<file path="src/rtl/spi_aes_pkg.sv">
// Shared definitions for the SPI-to-AES receive sequencer.
//   BLOCK_W            : width of one AES block in bits
//   START_CYCLES_DEF   : default number of cycles dec_start is held per launch
//   TIMEOUT_CYCLES_DEF : default number of cycles to wait for dec_done before abort
//   state_e            : sequencer FSM states
package spi_aes_pkg;

  localparam int unsigned BLOCK_W            = 128;
  localparam int unsigned START_CYCLES_DEF   = 2;
  localparam int unsigned TIMEOUT_CYCLES_DEF = 1024;

  typedef enum logic [2:0] {
    StIdle,
    StLoad,
    StWaitDone,
    StHold,
    StAbort
  } state_e;

endpackage

</file>
<file path="src/rtl/block_fifo.sv">
// Synchronous first-word-fall-through FIFO of BLOCK_W-wide entries.
//   clk_i   : clock
//   rst_ni  : asynchronous active-low reset (empties the FIFO)
//   push_i  : write wdata_i; ignored when full unless a pop happens on the same edge
//   wdata_i : write data
//   pop_i   : discard the head entry; ignored when empty
//   rdata_o : head entry, valid whenever empty_o is low
//   full_o  : Depth entries stored
//   empty_o : no entries stored
module block_fifo
  import spi_aes_pkg::*;
#(
  parameter int unsigned Depth = 2
) (
  input  logic               clk_i,
  input  logic               rst_ni,
  input  logic               push_i,
  input  logic [BLOCK_W-1:0] wdata_i,
  input  logic               pop_i,
  output logic [BLOCK_W-1:0] rdata_o,
  output logic               full_o,
  output logic               empty_o
);

  localparam int unsigned AW = (Depth > 1) ? $clog2(Depth) : 1;
  localparam int unsigned CW = $clog2(Depth + 1);

  logic [BLOCK_W-1:0] mem_q [Depth];
  logic [AW-1:0]      wr_ptr_q, wr_ptr_d;
  logic [AW-1:0]      rd_ptr_q, rd_ptr_d;
  logic [CW-1:0]      cnt_q, cnt_d;
  logic               do_push, do_pop;

  function automatic logic [AW-1:0] ptr_inc(input logic [AW-1:0] p);
    return (p == AW'(Depth - 1)) ? '0 : p + AW'(1);
  endfunction

  assign full_o  = (cnt_q == CW'(Depth));
  assign empty_o = (cnt_q == '0);
  assign rdata_o = mem_q[rd_ptr_q];

  // When full, a same-edge pop frees the head slot, which is exactly where wr_ptr points,
  // so the write lands in the slot being vacated.
  assign do_pop  = pop_i && !empty_o;
  assign do_push = push_i && (!full_o || do_pop);

  always_comb begin
    wr_ptr_d = wr_ptr_q;
    rd_ptr_d = rd_ptr_q;
    cnt_d    = cnt_q;
    if (do_push) begin
      wr_ptr_d = ptr_inc(wr_ptr_q);
    end
    if (do_pop) begin
      rd_ptr_d = ptr_inc(rd_ptr_q);
    end
    unique case ({do_push, do_pop})
      2'b10:   cnt_d = cnt_q + CW'(1);
      2'b01:   cnt_d = cnt_q - CW'(1);
      default: cnt_d = cnt_q;
    endcase
  end

  always_ff @(posedge clk_i or negedge rst_ni) begin
    if (!rst_ni) begin
      wr_ptr_q <= '0;
      rd_ptr_q <= '0;
      cnt_q    <= '0;
    end else begin
      wr_ptr_q <= wr_ptr_d;
      rd_ptr_q <= rd_ptr_d;
      cnt_q    <= cnt_d;
    end
  end

  // Storage needs no reset: entries are only read after being written.
  always_ff @(posedge clk_i) begin
    if (do_push) begin
      mem_q[wr_ptr_q] <= wdata_i;
    end
  end

endmodule

</file>
<file path="src/rtl/spi_aes_rx_sequencer.sv">
// Sequencer between the SPI slave receiver and the AES-128 decryption core.
// Buffers ciphertext blocks, launches one decryption per block, and presents each
// plaintext on a valid/ready output.
//   clk, resetn            : clock, asynchronous active-low reset
//   rx_data, rx_valid      : ciphertext block from SPI, one-cycle valid pulse
//   dec_ciphertext         : block presented to the core
//   dec_start              : core decrypt request, held START_CYCLES cycles
//   dec_done, dec_plaintext: core completion level and result
//   dec_abort              : one-cycle pulse when the core times out
//   pt_data, pt_valid,
//   pt_ready               : plaintext output handshake
//   busy                   : FSM active or FIFO not empty
//   overflow, timeout      : sticky error flags, cleared by clear_err
//   block_count            : plaintexts accepted on the output (wraps)
module spi_aes_rx_sequencer
  import spi_aes_pkg::*;
#(
  parameter int unsigned FIFO_DEPTH     = 2,
  parameter int unsigned START_CYCLES   = START_CYCLES_DEF,
  parameter int unsigned TIMEOUT_CYCLES = TIMEOUT_CYCLES_DEF
) (
  input  logic               clk,
  input  logic               resetn,
  input  logic [BLOCK_W-1:0] rx_data,
  input  logic               rx_valid,
  output logic [BLOCK_W-1:0] dec_ciphertext,
  output logic               dec_start,
  input  logic               dec_done,
  input  logic [BLOCK_W-1:0] dec_plaintext,
  output logic               dec_abort,
  output logic [BLOCK_W-1:0] pt_data,
  output logic               pt_valid,
  input  logic               pt_ready,
  output logic               busy,
  output logic               overflow,
  output logic               timeout,
  input  logic               clear_err,
  output logic [15:0]        block_count
);

  state_e             state_q, state_d;
  logic [3:0]         start_cnt_q, start_cnt_d;
  logic [15:0]        tmo_cnt_q, tmo_cnt_d;
  logic               dec_done_q;
  logic [BLOCK_W-1:0] dec_ct_q, dec_ct_d;
  logic               dec_start_q, dec_start_d;
  logic               dec_abort_q, dec_abort_d;
  logic [BLOCK_W-1:0] pt_data_q, pt_data_d;
  logic               pt_valid_q, pt_valid_d;
  logic               overflow_q, overflow_d;
  logic               timeout_q, timeout_d;
  logic [15:0]        block_count_q, block_count_d;

  logic [BLOCK_W-1:0] fifo_rdata;
  logic               fifo_full, fifo_empty, fifo_pop;
  logic               done_rise, tmo_hit, start_last, handshake, drop;
  logic [15:0]        tmo_inc;

  block_fifo #(
    .Depth (FIFO_DEPTH)
  ) u_fifo (
    .clk_i   (clk),
    .rst_ni  (resetn),
    .push_i  (rx_valid),
    .wdata_i (rx_data),
    .pop_i   (fifo_pop),
    .rdata_o (fifo_rdata),
    .full_o  (fifo_full),
    .empty_o (fifo_empty)
  );

  // A done level left high from the previous operation never forms an edge here,
  // so it is ignored until it has dropped and risen again.
  assign done_rise  = dec_done && !dec_done_q;
  assign tmo_hit    = (tmo_cnt_q >= 16'(TIMEOUT_CYCLES));
  assign start_last = (start_cnt_q == 4'(START_CYCLES));
  assign handshake  = pt_valid_q && pt_ready;
  assign tmo_inc    = (tmo_cnt_q == 16'hFFFF) ? tmo_cnt_q : tmo_cnt_q + 16'd1;
  assign drop       = rx_valid && fifo_full && !fifo_pop;

  // State register.
  always_ff @(posedge clk or negedge resetn) begin
    if (!resetn) begin
      state_q <= StIdle;
    end else begin
      state_q <= state_d;
    end
  end

  // Next-state logic.
  always_comb begin
    state_d = state_q;
    unique case (state_q)
      StIdle:     if (!fifo_empty) state_d = StLoad;
      StLoad:     if (start_last) state_d = StWaitDone;
      StWaitDone: begin
        if (done_rise) begin
          state_d = StHold;
        end else if (tmo_hit) begin
          state_d = StAbort;
        end
      end
      StHold:     if (handshake) state_d = StIdle;
      StAbort:    state_d = StIdle;
      default:    state_d = StIdle;
    endcase
  end

  // Output and datapath next values; outputs are registered.
  always_comb begin
    fifo_pop      = 1'b0;
    dec_ct_d      = dec_ct_q;
    dec_start_d   = 1'b0;
    dec_abort_d   = 1'b0;
    pt_data_d     = pt_data_q;
    pt_valid_d    = pt_valid_q;
    start_cnt_d   = start_cnt_q;
    tmo_cnt_d     = tmo_cnt_q;
    block_count_d = block_count_q;
    unique case (state_q)
      StIdle: begin
        if (!fifo_empty) begin
          fifo_pop    = 1'b1;
          dec_ct_d    = fifo_rdata;
          dec_start_d = 1'b1;
          start_cnt_d = 4'd1;
          tmo_cnt_d   = '0;
        end
      end
      StLoad: begin
        tmo_cnt_d = tmo_inc;
        if (!start_last) begin
          dec_start_d = 1'b1;
          start_cnt_d = start_cnt_q + 4'd1;
        end
      end
      StWaitDone: begin
        tmo_cnt_d = tmo_inc;
        if (done_rise) begin
          pt_data_d  = dec_plaintext;
          pt_valid_d = 1'b1;
        end else if (tmo_hit) begin
          dec_abort_d = 1'b1;
        end
      end
      StHold: begin
        if (handshake) begin
          pt_valid_d    = 1'b0;
          block_count_d = block_count_q + 16'd1;
        end
      end
      StAbort: begin
      end
      default: begin
      end
    endcase

    // A set on the same edge wins over clear_err.
    overflow_d = drop ? 1'b1 : (clear_err ? 1'b0 : overflow_q);
    timeout_d  = dec_abort_d ? 1'b1 : (clear_err ? 1'b0 : timeout_q);
  end

  always_ff @(posedge clk or negedge resetn) begin
    if (!resetn) begin
      start_cnt_q   <= '0;
      tmo_cnt_q     <= '0;
      dec_done_q    <= 1'b0;
      dec_ct_q      <= '0;
      dec_start_q   <= 1'b0;
      dec_abort_q   <= 1'b0;
      pt_data_q     <= '0;
      pt_valid_q    <= 1'b0;
      overflow_q    <= 1'b0;
      timeout_q     <= 1'b0;
      block_count_q <= '0;
    end else begin
      start_cnt_q   <= start_cnt_d;
      tmo_cnt_q     <= tmo_cnt_d;
      dec_done_q    <= dec_done;
      dec_ct_q      <= dec_ct_d;
      dec_start_q   <= dec_start_d;
      dec_abort_q   <= dec_abort_d;
      pt_data_q     <= pt_data_d;
      pt_valid_q    <= pt_valid_d;
      overflow_q    <= overflow_d;
      timeout_q     <= timeout_d;
      block_count_q <= block_count_d;
    end
  end

  assign dec_ciphertext = dec_ct_q;
  assign dec_start      = dec_start_q;
  assign dec_abort      = dec_abort_q;
  assign pt_data        = pt_data_q;
  assign pt_valid       = pt_valid_q;
  assign overflow       = overflow_q;
  assign timeout        = timeout_q;
  assign block_count    = block_count_q;
  assign busy           = (state_q != StIdle) || !fifo_empty;

endmodule

</file>
<file path="config.mk">
export PLATFORM = sky130hd
export DESIGN_NAME = spi_aes_rx_sequencer
export DESIGN_NICKNAME = d
export VERILOG_FILES = /design/src/rtl/spi_aes_pkg.sv /design/src/rtl/block_fifo.sv /design/src/rtl/spi_aes_rx_sequencer.sv
export SDC_FILE = /design/constraint.sdc
export NUM_CORES = 1
export LEC_CHECK = 0
export ABC_AREA = 1
export CAP_MARGIN = 10
export CORE_MARGIN = 2
export CORE_UTILIZATION = 25
export CTS_CLUSTER_SIZE = 30
export DETAILED_ROUTE_END_ITERATION = 10
export PLACE_DENSITY_LB_ADDON = 0.12
export SYNTH_ARGS = -nofsm -noshare
export SYNTH_HDL_FRONTEND = slang
export SYNTH_SLANG_ARGS = --single-unit
</file>
<file path="constraint.sdc">
create_clock -name clk -period 6.9 [get_ports clk]
set_input_delay 2.07 -clock clk [delete_from_list [all_inputs] [get_ports clk]]
set_output_delay 2.07 -clock clk [all_outputs]
set_load 0.05 [all_outputs]
</file>
==> results of run 1 <==
[final cells by class]
type	count	area, µm²
diodes	1	2.50
flip-flops and latches	561	15300
repair buffers	551	5550
well taps	1080	1350
clock buffers	96	1950
multi-input cells	1145	5120
inverters	50	191
fillers	8265	53500
clock inverters	33	448
[state kept, by name (all words and copies together), names as in the netlist, 2 cells and up]
| name | flops |
|---|---|
| u_fifo.mem_q | 256 |
| dec_ciphertext | 128 |
| state_q | 3 |
| u_fifo.cnt_q | 2 |
| start_cnt_q | 4 |
| block_count | 16 |
| pt_data | 128 |
| tmo_cnt_q | 16 |
[cells by family after synthesis]
group,Yosys count,share of synthesized area (%)
AND/OR/NAND/NOR,955,17.5
flip-flops,561,73.0
AO/OA/AOI/OAI,161,5.42
buffers and inverters,136,2.78
XOR/XNOR,24,1.00
adder cells (fa/ha/maj),5,0.298
[cell usage after synthesis, drive strengths merged]
cell    number
ha           5
clkbuf      30
dfrtp      305
xor2        17
o21bai       3
nor2       299
nand3       23
buf         56
o22ai        1
nand4        8
or2          1
xnor2        7
o31ai      128
a21oi        3
o21ai       25
o32ai        1
inv         50
nand2      616
edfxtp     256
nand3b       1
nor3         7
[report_power, final]
part / leakage [nW] / internal (W) / switching (W)
clock: 1.16 / 0.00228 / 0.00150
sequential: 6.20 / 0.00471 / 0.000624
combinational: 5.00 / 0.00199 / 0.00470
total: 12.4 / 0.00898 / 0.00682
[through the flow]
step	TNS (ns)	power (W)	area, µm²	worst slack (ns)	utilization, %
2_1_floorplan	-324.14	0.00963	21000	-1.27	-
3_3_place_gp	0	0.0122	27500	2.16	33.0
3_5_place_dp	0	0.0122	27500	2.08	33.0
4_1_cts	0	0.0161	29900	2.34	35.9
5_1_grt	0	0.0167	29900	2.28	35.9
6_report	0	0.0158	29900	2.43	35.9
[routing by layer]
metal	track usage [%]	part of all wire [%]	vias up
li1	-	-	7207
met1	17.6	40	7145
met2	24.3	47	466
met3	6.50	9.9	127
met4	4.92	2.9	24
met5	0	0.24	-
[tightest hold or removal path, cell delays in order (launching register included)]
cell     delay [ns]
dfrtp_1        0.34
nand2_1        0.05
nand2_1        0.04
[path summary, 6_finish.rpt]
kind                                       from                  to  slack, ns  depth (start not counted)
worst max-delay path                 state_q[0]                busy       2.43                          5
worst min-delay path                pt_data[31]         pt_data[31]       0.47                          2
worst max register to register  u_fifo.rd_ptr_q  dec_ciphertext[49]       3.79                          4
worst min register to register      pt_data[31]         pt_data[31]       0.47                          2
max in group asynchronous                resetn        pt_data[124]       4.19                          2
min in group asynchronous                resetn         pt_data[14]       1.43                          1
==> metrics, run 1 <==
H-tree depth=3; # IOs=540; Crit. End Element=primary output; Post-CTS Setup Repair Bufs=0; FMAX=~220 MHz; top cell type by total area after synthesis=edfxtp_1; post-synth top area share=36.6%; Synth cell types=29; Clock Path Buffers=3; first-pass GRT wire length=97400 µm; most common cell after layout, fill and taps aside=nand2_1; crit path time final=4.47 ns; synthesized flop and latch total=561; CP startpoint kind=register; clock sinks=561; Post-Synthesis Mean Instance Area=around 11 µm²; Nets=approximately 2600; crit-path max FO=7; Buf/Inv on CP=2; GRT overflow=0; Die Y=294 µm; Data arrival, critical path=2.40 ns; die area=0.0863 mm²; post-CTS sizing=0; TritonCTS clock tree=built; Routed WL=65400 µm; TritonRoute pass-1 iters=5; root buffer cell=clkbuf_16; max-slew violations=0; Worst path max stage delay=0.78 ns; layout cell share with drive strength beyond 1=under 10%; Slowest-stage cell, CP=clkdlybuf4s50_1; drt drc=0; initial core utilization=25.2%; drt wl/cell=18.6 µm; Synth warnings=0; hpwl dp=41900 µm; Worst Hold Class=register to register; Least-Margin Pin Slew=around 1.0 ns; Buffers on Ports=539; Tcrit/Tclk final=64.8%; placed insts=3387; Final setup viols=0; hold slack=~0.47 ns; largest net degree at the start of global routing=134; Hold Violations, Final=0; DIE WIDTH=294 µm; cts hold-fix bufs=0; crit path kind=register to primary output; CP required=4.83 ns; commonest non-fill, non-tap cells in the layout=nand2_1 (613), clkdlybuf4s50_1 (538), dfrtp_1 (304), nor2_1 (297), edfxtp_1 (256); status=finished clean; Antenna Nets Post-Route=0; TritonCTS buffer count=between 70 and 80; post-route insts no fill=3517; via count=14969; Iteration-0 DRC Markers=697; cell chain of the critical path=nor2_1, nand2_1, inv_2, nand3_1, clkdlybuf4s50_1; Syn Inst Count=1842; GRT Total Usage=14.9%; Max-Cap Viols=0; Syn Std Cell Area=0.0210 mm²; static leakage=~12 nW; post-route clock skew=0.0203 ns; post-DR vias/cell=4.26; P&R area growth vs syn=42.6%; vias in the first global route=15163; syn_nets=2109; Crit path max-delay family=buffers and inverters; RSZ-0062 raised after global routing=no; PwrDens=about 530 mW/mm²; clock transition at the registers of the reported paths=about 0.050 ns; antenna violations before repair=13; Core ar.=0.0834 mm²; VDD IR max=between 0.2 and 0.3 mV; routability cong.=0.841; Seq/Total Area, Yosys=73.0%; Worst-Skew Late Latency=around 0.6 ns; FP Rows=roughly 110; top post-synthesis cells by area=edfxtp_1 (37%), dfrtp_1 (36%), nand2_1 (11%); Rel. slew slack=30.2%
Note: power is estimated with default switching activity, not from simulation.
==> inputs of run 2 (changes only) <==
==> constraint.sdc (replaced) <==
create_clock -name clk -period 4.2 [get_ports clk]
set_input_delay 1.26 -clock clk [delete_from_list [all_inputs] [get_ports clk]]
set_output_delay 1.26 -clock clk [all_outputs]
set_load 0.05 [all_outputs]
==> run 2 against run 1 <==
Against the previous run: first-iteration DRC count rose by 7.9%; sequential cell count did not move; core utilization barely moved; combinational power rose by 66%; wire length fell by 2.2%; critical path depth did not move; largest power group unchanged.
==> metrics, run 2 (same netlist as run 1, synthesis figures left out) <==
status=finished clean; Clock Path Buffers=3; Data arrival, critical path=2.39 ns; max-slew violations=0; GRT overflow=0; commonest non-fill, non-tap cells in the layout=nand2_1 (613), clkdlybuf4s50_1 (538), dfrtp_1 (304), nor2_1 (297), edfxtp_1 (256); Final setup viols=0; Psw=0.0111 W; CP startpoint kind=register; M1 WL=26000 µm; hpwl dp=42700 µm; Rel. slew slack=36.1%; Buf/Inv on CP=2; Critical Path Start=state_q[0]; clock sinks=between 500 and 600; TritonCTS clock tree=built; CP required=~2.9 ns; combinational fraction of design power=between 40% and 50%; Levels on crit path=5; cts hold-fix bufs=0; Worst-Skew Late Latency=0.59 ns; Core ar.=between 0.08 and 0.09 mm²; post-CTS sizing=0; register area=0.0153 mm²; R2R depth=3; static leakage=12.4 nW; setup TNS=0 ns; Worst path max stage delay=0.77 ns; Least-Margin Pin Slew=around 0.96 ns; root buffer cell=clkbuf_16; # IOs=540; drt drc=0; PwrDens=about 850 mW/mm²; Iteration-0 DRC Markers=752; Top reg by flops=u_fifo.mem_q; Antenna Nets Post-Route=0; Routed WL=63900 µm; VDD IR max=0.430 mV; Worst Hold Class=register to register; TritonCTS buffer count=67; post-route clock skew=about 0.019 ns; Slowest-stage cell, CP=clkdlybuf4s50_1; post-layout util=35.9%; crit-path max FO=7; post-DR vias/cell=4.25; Max-Cap Viols=0; drt wl/cell=roughly 18 µm; Nets=2666; routability cong.=0.776; clock transition at the registers of the reported paths=0.06 ns; FP Rows=106; initial core utilization=25.2%; PnR Total Power=0.0256 W; Die Y=294 µm; via count=approximately 15000; Multi-input gate area=~0.005 mm²; largest net degree at the start of global routing=between 100 and 150; Flop pwr share=34.0%; hold depth=2; max FFs per register=256; vias in the first global route=roughly 15000; Crit path max-delay family=buffers and inverters; worst reg2reg endpoint=dec_ciphertext[80]; first-pass GRT wire length=95200 µm; share of total power in the clock network=22.5%; met3 WL=roughly 6300 µm; cell chain of the critical path=nor2_1, nand2_1, inv_2, nand3_1, clkdlybuf4s50_1; RSZ-0062 raised after global routing=no; most common cell after layout, fill and taps aside=nand2_1; Tcrit/Tclk final=86.9%; Crit. End Element=primary output; Internal Pwr Total=0.0145 W; GRT Total Usage=14.4%; r2r startpoint=u_fifo.rd_ptr_q; slack of the worst reg-to-reg path=1.76 ns; Fillers=8228; Buffers on Ports=~540; Top Layer Used=met5; H-tree depth=3; P&R area growth vs syn=42.7%; Worst Setup EP=busy; crit path time final=3.65 ns; antenna violations before repair=17; crit path kind=register to primary output; die area=0.0863 mm²; layout cell share with drive strength beyond 1=6.29%; Hold Violations, Final=0; TritonRoute pass-1 iters=4; FMAX=between 200 and 300 MHz; DIE WIDTH=294 µm; met2 wire len=29900 µm; Switching Fraction=43.3%; Post-CTS Setup Repair Bufs=0; hold slack=0.466 ns; worst hold start=pt_data[68]
## run 2: metrics by stage
stage	area, µm²	setup slack [ns]	std cells
2_1_floorplan	21000	-1.04	1842
3_3_place_gp	27800	0.840	3410
3_5_place_dp	27800	0.825	3410
4_1_cts	30000	0.474	3530
5_1_grt	30000	0.411	3531
6_report	30000	0.551	3531
## run 2: tightest hold or removal path, delay by kind of cell (launching register included)
family           cells  cell delay, ns
and+or+nand+nor      2            0.10
DFF                  1            0.33
## run 2: worst min-delay path by stage
stage	endpoint	slack, ns
final	pt_data[68]	0.47
after global routing	pt_data[26]	0.48
after floorplan	u_fifo.cnt_q[0]	0.48
after CTS	pt_data[93]	0.47
after detailed placement	pt_data[93]	0.46
after global placement	pt_data[30]	0.45
## run 2: cell type report
cell class | instances | area share [%]
Sequential cell | 561 | 51.1
Tap cell | 1080 | 4.51
Multi-Input combinational cell | 1145 | 17.1
Clock buffer | 87 | 6.11
Timing Repair Buffer | 574 | 19.4
Inverter | 50 | 0.639
Clock inverter | 33 | 1.11
Antenna cell | 1 | 0.00835
## run 2: power by group through the flow
stage,registers [W],clock network (W),logic (W)
final,0.00871,0.00575,0.0111
after global routing,0.00893,0.00620,0.0119
after CTS,0.00874,0.00600,0.0114
after detailed placement,0.00881,0,0.0113
after global placement,0.00877,0,0.0113
after floorplan,0.0128,0,0.00293
## run 2: layer usage
| metal | up-vias | track usage [%] |
|---|---|---|
| met5 | - | 0 |
| met4 | 30 | 4.34 |
| met3 | 120 | 6.24 |
| met2 | 460 | 23.6 |
| met1 | 7159 | 17.1 |
| li1 | 7233 | - |
==> inputs of run 3 (changes only) <==
--- a/config.mk
+++ b/config.mk
@@ -8,10 +8,10 @@
 export ABC_AREA = 1
 export CAP_MARGIN = 10
 export CORE_MARGIN = 2
-export CORE_UTILIZATION = 25
+export CORE_UTILIZATION = 49
 export CTS_CLUSTER_SIZE = 30
 export DETAILED_ROUTE_END_ITERATION = 10
-export PLACE_DENSITY_LB_ADDON = 0.12
+export PLACE_DENSITY = 0.82
 export SYNTH_ARGS = -nofsm -noshare
 export SYNTH_HDL_FRONTEND = slang
 export SYNTH_SLANG_ARGS = --single-unit
==> run 3 against run 2 <==
Against the previous run: via count is 6.0% higher; critical endpoint unchanged; fmax hardly changed; count of clock-buffer cells in the layout is 12 lower; combinational power hardly changed; final area is 4.0% lower; register-to-register slack worse by 0.10 ns; critical path depth stayed put; wire length is 2.8% lower; critical path type unchanged; cell count is 16% lower.
==> metrics, run 3 (same netlist as run 1, synthesis figures left out) <==
cts hold-fix bufs=0; root buffer cell=clkbuf_16; TritonRoute pass-1 iters=6; Switching Fraction=44.6%; TritonCTS clock tree=built; post-route clock skew=roughly 0.019 ns; crit-path max FO=7; Data arrival, critical path=2.39 ns; Max-Cap Viols=0; Fillers=2905; Least-Margin Pin Slew=0.981 ns; clock sinks=561; RSZ-0062 raised after global routing=no; crit path time final=about 3.7 ns; H-tree depth=2; VDD IR max=0.619 mV; max-slew violations=0; post-layout util=around two thirds; Core ar.=around 0.042 mm²; GRT overflow=0; Placed Area=0.0270 mm²; Hold Violations, Final=0; Worst-Skew Late Latency=0.60 ns; static leakage=12.2 nW; max FFs per register=256; Crit. End Element=primary output; antenna violations before repair=10; Tcrit/Tclk final=86.9%; post-route insts no fill=2973; DIE WIDTH=211 µm; post-DR vias/cell=5.35; Rel. slew slack=between 30% and 40%; via count=15896; hold slack=around 0.47 ns; FMAX=274 MHz; initial core utilization=49.8%; largest net degree at the start of global routing=between 150 and 200; crit path kind=register to primary output; Routed WL=62100 µm; Worst path max stage delay=0.80 ns; layout cell share with drive strength beyond 1=5.24%; CP startpoint kind=register; first-pass GRT wire length=92700 µm; Buf/Inv on CP=2; Crit path max-delay family=buffers and inverters; Die Y=211 µm; most common cell after layout, fill and taps aside=nand2_1; vias in the first global route=16080; GRT Total Usage=27.6%; commonest non-fill, non-tap cells in the layout=nand2_1 (613), clkdlybuf4s50_1 (538), dfrtp_1 (304), nor2_1 (297), edfxtp_1 (256); Post-CTS Setup Repair Bufs=0; final std cell area, no fill=~0.029 mm²; FP Rows=between 70 and 80; drt wl/cell=20.9 µm; cell chain of the critical path=nor2_1, nand2_1, inv_2, nand3_1, clkdlybuf4s50_1; drt drc=0; Worst Hold Class=register to register; placed insts=2862; TritonCTS buffer count=55; die area=roughly 0.045 mm²; Top reg by flops=u_fifo.mem_q; Slowest-stage cell, CP=clkdlybuf4s50_1; Internal Pwr Total=~0.014 W; hpwl dp=43300 µm; Psw=approximately 0.011 W; clock transition at the registers of the reported paths=around 0.060 ns; PnR Total Power=between 0.02 and 0.025 W; combinational fraction of design power=45.1%; Flop pwr share=about 36%; P&R area growth vs syn=37.1%; Iteration-0 DRC Markers=1405; PwrDens=between 800 and 900 mW/mm²; Nets=roughly 2600; Clock Path Buffers=3; status=finished clean; Final setup viols=0; share of total power in the clock network=19.1%; # IOs=540; routability cong.=slightly above 0.9; CP required=2.94 ns; Antenna Nets Post-Route=0; Buffers on Ports=~540; post-CTS sizing=0
run 3: cell count changes in the layout (fill, tap and decap cells not counted), sizes merged:
cell    before  now
clkbuf      87   75
diode        1    9
buf         36   29
bufinv       5    2
clkinv      22   20
inv         54   53
run 3: layout make-up:
class | count | area, µm² | share of cell area, %
clock inverters | 27 | 210 | 0.731
flip-flops and latches | 561 | 15300 | 53.3
repair buffers | 567 | 5710 | 19.8
diodes | 9 | 22.5 | 0.0783
multi-input cells | 1145 | 5120 | 17.8
inverters | 50 | 193 | 0.670
clock buffers | 75 | 1520 | 5.29
well taps | 539 | 674 | 2.34
run 3: power groups by stage:
stage / clock [W] / sequential [W] / combinational (W)
after floorplan: 0 / 0.0128 / 0.00293
after global placement: 0 / 0.00885 / 0.0109
after detailed placement: 0 / 0.00890 / 0.0112
after CTS: 0.00482 / 0.00885 / 0.0113
after global routing: 0.00504 / 0.00902 / 0.0118
final: 0.00474 / 0.00886 / 0.0112
run 3: final timing paths:
| kind | slack (ns) | end | from | cells past startpoint |
|---|---|---|---|---|
| worst max-delay path | 0.55 | busy | state_q[0] | 5 |
| worst min-delay path | 0.47 | pt_data[58] | pt_data[58] | 2 |
| worst max register to register | 1.66 | dec_ciphertext[64] | u_fifo.rd_ptr_q | 4 |
| worst min register to register | 0.47 | pt_data[58] | pt_data[58] | 2 |
| max in group asynchronous | 2.70 | block_count[10] | resetn | 2 |
| min in group asynchronous | 0.64 | dec_ciphertext[103] | resetn | 1 |
run 3: metal layers:
layer / track usage (%) / wire (µm)
met4: 15.5 / 3490
met1: 31.4 / 21900
met3: 9.69 / 6640
met5: 0 / 13
met2: 45.5 / 30100
run 3: tightest hold or removal path: cells and delay by family, from the launching register on:
| kind | cells | cell delay, ns |
|---|---|---|
| DFF | 1 | 0.34 |
| and+or+nand+nor | 2 | 0.10 |
run 3: stage by stage:
| step | setup TNS, ns | setup WS [ns] |
|---|---|---|
| 2_1_floorplan | -264.94 | -1.04 |
| 3_3_place_gp | 0 | 0.869 |
| 3_5_place_dp | 0 | 0.790 |
| 4_1_cts | 0 | 0.543 |
| 5_1_grt | 0 | 0.483 |
| 6_report | 0 | 0.548 |
